### src/rtl/decode_regfile_dump.sv
// decode_regfile_dump
// Decode-stage register file: NUM_READ combinational read ports, one
// synchronous write port, write-through forwarding on every read port and
// register 0 hardwired to zero.
// Optional dump engine (macro REGFILE_DUMP_EN): after a one-cycle start
// request it streams registers 0..DEPTH-1 over a valid/ready handshake to
// the debug unit. Without the macro the dump ports are tied to zero and the
// dump inputs are ignored; the port list is the same in both builds.
module decode_regfile_dump #(
    parameter int DATA_W   = 32,
    parameter int ADDR_W   = 5,
    parameter int NUM_READ = 2
) (
    input  logic                         clk,
    input  logic                         rst,
    input  logic                         i_RegWrite,
    input  logic [ADDR_W-1:0]            i_addr_data,
    input  logic [DATA_W-1:0]            i_data,
    input  logic [NUM_READ*ADDR_W-1:0]   i_raddr,
    output logic [NUM_READ*DATA_W-1:0]   o_rdata,
    input  logic                         i_dump_start,
    input  logic                         i_dump_ready,
    output logic                         o_dump_valid,
    output logic [ADDR_W-1:0]            o_dump_addr,
    output logic [DATA_W-1:0]            o_dump_data,
    output logic                         o_dump_busy,
    output logic                         o_dump_done
);

    localparam int                DEPTH     = 2 ** ADDR_W;
    localparam logic [ADDR_W-1:0] ZERO_ADDR = {ADDR_W{1'b0}};
    localparam logic [ADDR_W-1:0] LAST_ADDR = {ADDR_W{1'b1}};

    // Storage. Entry 0 is never written, so it stays at its reset value.
    logic [DATA_W-1:0] regs_r [DEPTH];

    // A write only counts when it targets a real register.
    logic wr_en_s;
    assign wr_en_s = i_RegWrite && (i_addr_data != ZERO_ADDR);

    // Read rule shared by the read ports and the dump engine:
    // address 0 reads zero, a same-cycle write to the address is forwarded,
    // otherwise the stored value is returned.
    function automatic logic [DATA_W-1:0] read_word(
        input logic [ADDR_W-1:0] addr,
        input logic              wr_en,
        input logic [ADDR_W-1:0] waddr,
        input logic [DATA_W-1:0] wdata,
        input logic [DATA_W-1:0] stored
    );
        logic [DATA_W-1:0] word;
        if (addr == ZERO_ADDR) begin
            word = {DATA_W{1'b0}};
        end else if (wr_en && (waddr == addr)) begin
            word = wdata;
        end else begin
            word = stored;
        end
        return word;
    endfunction

    // Register array: cleared on reset, written on the rising edge.
    always_ff @(posedge clk or negedge rst) begin
        if (!rst) begin
            for (int i = 0; i < DEPTH; i++) begin
                regs_r[i] <= {DATA_W{1'b0}};
            end
        end else if (wr_en_s) begin
            regs_r[i_addr_data] <= i_data;
        end
    end

    // Combinational read ports with write-through forwarding.
    always_comb begin
        o_rdata = {(NUM_READ*DATA_W){1'b0}};
        for (int k = 0; k < NUM_READ; k++) begin
            o_rdata[k*DATA_W +: DATA_W] = read_word(
                i_raddr[k*ADDR_W +: ADDR_W],
                wr_en_s,
                i_addr_data,
                i_data,
                regs_r[i_raddr[k*ADDR_W +: ADDR_W]]
            );
        end
    end

`ifdef REGFILE_DUMP_EN

    typedef enum logic [1:0] {
        ST_IDLE = 2'd0,
        ST_SEND = 2'd1,
        ST_DONE = 2'd2
    } dump_state_e;

    dump_state_e       state_r;
    dump_state_e       state_nxt_s;
    logic [ADDR_W-1:0] idx_r;
    logic [ADDR_W-1:0] idx_nxt_s;
    logic              valid_s;
    logic              busy_s;
    logic              done_s;
    logic [DATA_W-1:0] dump_word_s;

    // Dump state and word index; reset aborts any dump in flight.
    always_ff @(posedge clk or negedge rst) begin
        if (!rst) begin
            state_r <= ST_IDLE;
            idx_r   <= ZERO_ADDR;
        end else begin
            state_r <= state_nxt_s;
            idx_r   <= idx_nxt_s;
        end
    end

    // Next-state logic and state-decoded handshake flags.
    always_comb begin
        state_nxt_s = state_r;
        idx_nxt_s   = idx_r;
        valid_s     = 1'b0;
        busy_s      = 1'b0;
        done_s      = 1'b0;
        case (state_r)
            ST_IDLE: begin
                if (i_dump_start) begin
                    state_nxt_s = ST_SEND;
                    idx_nxt_s   = ZERO_ADDR;
                end else begin
                    state_nxt_s = ST_IDLE;
                end
            end
            ST_SEND: begin
                valid_s = 1'b1;
                busy_s  = 1'b1;
                if (i_dump_ready) begin
                    if (idx_r == LAST_ADDR) begin
                        state_nxt_s = ST_DONE;
                    end else begin
                        idx_nxt_s = idx_r + {{(ADDR_W-1){1'b0}}, 1'b1};
                    end
                end else begin
                    // Consumer stalled: hold the current word.
                    idx_nxt_s = idx_r;
                end
            end
            ST_DONE: begin
                busy_s      = 1'b1;
                done_s      = 1'b1;
                idx_nxt_s   = ZERO_ADDR;
                state_nxt_s = ST_IDLE;
            end
            default: begin
                state_nxt_s = ST_IDLE;
                idx_nxt_s   = ZERO_ADDR;
            end
        endcase
    end

    // Current dump word; tracks a same-cycle write to the held address.
    always_comb begin
        dump_word_s = {DATA_W{1'b0}};
        if (state_r == ST_SEND) begin
            dump_word_s = read_word(idx_r, wr_en_s, i_addr_data, i_data,
                                    regs_r[idx_r]);
        end else begin
            dump_word_s = {DATA_W{1'b0}};
        end
    end

    assign o_dump_valid = valid_s;
    assign o_dump_busy  = busy_s;
    assign o_dump_done  = done_s;
    assign o_dump_addr  = (state_r == ST_SEND) ? idx_r : ZERO_ADDR;
    assign o_dump_data  = dump_word_s;

`else

    // Dump engine absent: inputs are ignored, outputs are constant zero.
    logic unused_dump_s;
    assign unused_dump_s = i_dump_start ^ i_dump_ready;

    assign o_dump_valid = 1'b0;
    assign o_dump_busy  = 1'b0;
    assign o_dump_done  = 1'b0;
    assign o_dump_addr  = {ADDR_W{1'b0}};
    assign o_dump_data  = {DATA_W{1'b0}};

`endif

endmodule

### config.mk
export PLATFORM = sky130hd
export DESIGN_NAME = decode_regfile_dump
export DESIGN_NICKNAME = d
export VERILOG_FILES = /design/src/rtl/decode_regfile_dump.sv
export SDC_FILE = /design/constraint.sdc
export NUM_CORES = 2
export LEC_CHECK = 0
export BUFFER_PORTS_ARGS = -buffer_cell sky130_fd_sc_hd__buf_2
export CAP_MARGIN = 10
export CORE_MARGIN = 8
export CORE_UTILIZATION = 47
export DETAILED_ROUTE_END_ITERATION = 10
export MAX_ROUTING_LAYER = met4
export PLACE_DENSITY = 0.62
export SYNTH_ARGS = -nofsm -noshare
export SYNTH_HDL_FRONTEND = slang
export SYNTH_SLANG_ARGS = --single-unit
### constraint.sdc
create_clock -name clk -period 2.4 [get_ports clk]
set_input_delay 0.48 -clock clk [delete_from_list [all_inputs] [get_ports clk]]
set_output_delay 0.48 -clock clk [all_outputs]
set_load 0.005 [all_outputs]
==> reports/metrics.csv <==
metric,value,unit
cp-end-kind,output pin,
rsz0062_at_grt,yes,
hold_violations,0,
largestRegisters,regs_r x1024,
root_buffer,clkbuf_16,
cts_tree,built,
yosys.area_share.adder,0,
synthArstFlopShare,1.00,
fin_crit,3080,ps
detail-route-antenna-nets,0,
num_rows,127,
critPathRequiredTime,1920,ps
dp_hpwl,137000,microns
p_sw_frac,0.285,
p_switching,15.7,mW
clk_latency,710,ps
syn_area,56300,sq um
grt-ovfl-total,0,
leakage,31.6,nW
cts_sinks,1024,
num_vias,40700,
yosysWarnings,0,
drt-initial-drc-count,4046,
violations,negative setup slack,
top_register,regs_r,
maxCapViolCount,0,
layout_common_cells,"dfrtp_1 (1024), mux2_2 (1019), buf_4 (495)",
ys_ff_latch,1024,
die_h,362,microns
grt_first_pass_wirelength,302000,microns
ios,156,
cp-start-kind,register,
synth.area.top_cells,"dfrtp_1 (46%), mux2_2 (20%), mux4_2 (14%), mux2i_1 (5.9%), clkbuf_1 (1.4%)",
synth_top_family_by_area,multiplexers,
nNetsFinal,4553,
synth_flop_cell,dfrtp_1,
start_util,0.472,
area.growth.synth_to_final,26.5,%
reg2reg_from,regs_r[3],
layout-drive-gt1-share,0.615,
power.density,775,nW/um^2
clk_pin_slew,60,ps
antenna_found_initial,3,
drt-pass1-iter-count,7,
worstSetupStartpoint,regs_r[566],
place_area,63100,sq um
p_int,39.5,mW
crit_top_cell,buf_4,
combPwrFrac,0.240,
n_fill_cell,9252,
synth_compound_area_frac,0.0540,
design_area,71200,sq um
die_w,362,microns
yosysTopAreaCell,dfrtp_1,
synthSimpleGateAreaFrac,0.0301,
grt_max_degree,93,
yosys.area_share.xor_xnor,0.00156,
holdCritStartpoint,i_data[10],
die_area,131000,sq um
critPathMaxFanout,3,
crit_chain,mux4_2 -> mux2i_4 -> nor2_2 -> nor4b_2 -> buf_4 -> nor3_2 -> buf_4,
grt_usage,0.323,
grt_pass1_vias,41600,
ir_worst_vdd,0.600,mV
drc_errors,0,
power.total,55.2,mW
worstMarginPinSlew,791,ps
fin_skew,0,ps
layout.cells.non_filler,6217,
largest_reg_flops,1024,
finalSetupViolCount,64,
max_freq,324,MHz
timing.setup.tns,-30980,ps
seqPwrFrac,0.417,
min_path_type,in -> reg,
max_stage_delay,490,ps
final_common_cell,dfrtp_1,
worstPathArrival,2600,ps
final.period_utilization,1.28,
synth-edff-count,0,
status,"finished, violations left",
routedWlPerCell,33.8,microns
avgViaCountPerCell,6.55,
holdWs,73.9,ps
drv_slew,0,
path_class,reg -> out,
gp_congestion,0.917,
max_slew_margin,0.472,
clkPwrFrac,0.343,
core_area,119000,sq um
syn-instance-count,3970,
placedCellCount,5857,
clock_path_buffers,3,
dp_slack,-989,ps
slowest_stage,mux4_2,
cts_buffers,112,
fin_ws,-683,ps
portBuffers,113,
synth.avg_cell_area,14.2,sq um
wl,210000,microns
htreeDepth,3,
synth_cell_type_count,74,
seq_area_frac_synth,0.455,
fin_util,0.597,
muxShareOfSynthArea,0.409,
synth_top_area_share,0.455,
[layout make-up]
| type | count | area, sq um | share of cell area |
|---|---|---|---|
| Clock buffer | 161 | 3360 | 0.0472 |
| Clock inverter | 52 | 677 | 0.00950 |
| Inverter | 5 | 23.8 | 0.000334 |
| Timing Repair Buffer | 856 | 9190 | 0.129 |
| Multi-Input combinational cell | 2502 | 30300 | 0.426 |
| Sequential cell | 1024 | 25600 | 0.360 |
| Tap cell | 1612 | 2020 | 0.0283 |
| Antenna cell | 5 | 12.5 | 0.000176 |
[cells in the mapped netlist (all sizes together), types with 9 or more instances]
cell type  count
nand2         50
buf          266
o22ai         58
dfrtp       1024
nor3          75
mux2        1019
mux4         366
a221oi        71
clkbuf       212
a221o         31
nand3         21
nor3b         10
a22o          14
nor2b         17
a211oi        33
nor4          11
mux2i        332
a21oi         52
o21ai         63
nand2b         9
a22oi         52
nor2          89
[logic make-up (layout without fill, tap and decap cells)]
logic type / Yosys count / in the layout
flip-flops: 1024 / 1024
XOR/XNOR: 10 / 10
multiplexers: 1717 / 1717
buffers and inverters: 483 / 1074
AND/OR/NAND/NOR: 316 / 316
AO/OA/AOI/OAI: 419 / 419
other: 1 / 45
[worst paths after layout]
kind | endpoint | slack (ps) | cells after the start
max reg2reg | regs_r[3] | 1390 | 3
min in group asynchronous | regs_r[420] | 300 | 2
min | regs_r[618] | 70 | 2
min reg2reg | regs_r[1003] | 390 | 0
max | o_rdata[22] | -680 | 7
max in group asynchronous | regs_r[374] | 1130 | 3
[routing by layer]
layer  wire length [microns]  part of all wire  GRT usage
met5                       0                 0          -
met4                   11000             0.052      0.148
met3                   18900             0.090     0.0684
met2                   94800              0.45      0.480
met1                   85600              0.41      0.428
[worst max-delay path: cells and delay by family (launching register included)]
family | cells | cell delay [ps]
buf+inv | 2 | 350
flops | 1 | 410
mux | 2 | 700
simple gates | 3 | 420
[power by group through the flow]
stage                     sequential [mW]  combinational [mW]  clock, mW
final                                23.0                13.2       18.9
after global routing                 23.4                14.0       19.8
after CTS                            22.9                12.8       19.1
after detailed placement             23.2                11.5          0
after global placement               23.0                11.4          0
after floorplan                      22.4                8.05          0
[what timing repair did]
action,CTS,global route
pin swaps,147,99
endpoints found under the hold margin,8,0
buffers inserted,121,35
hold buffers,1,0
gates resized for setup,424,135
setup endpoints to repair,64,64
cloned,9,4
No activity file was read; power rests on OpenSTA's default activity.
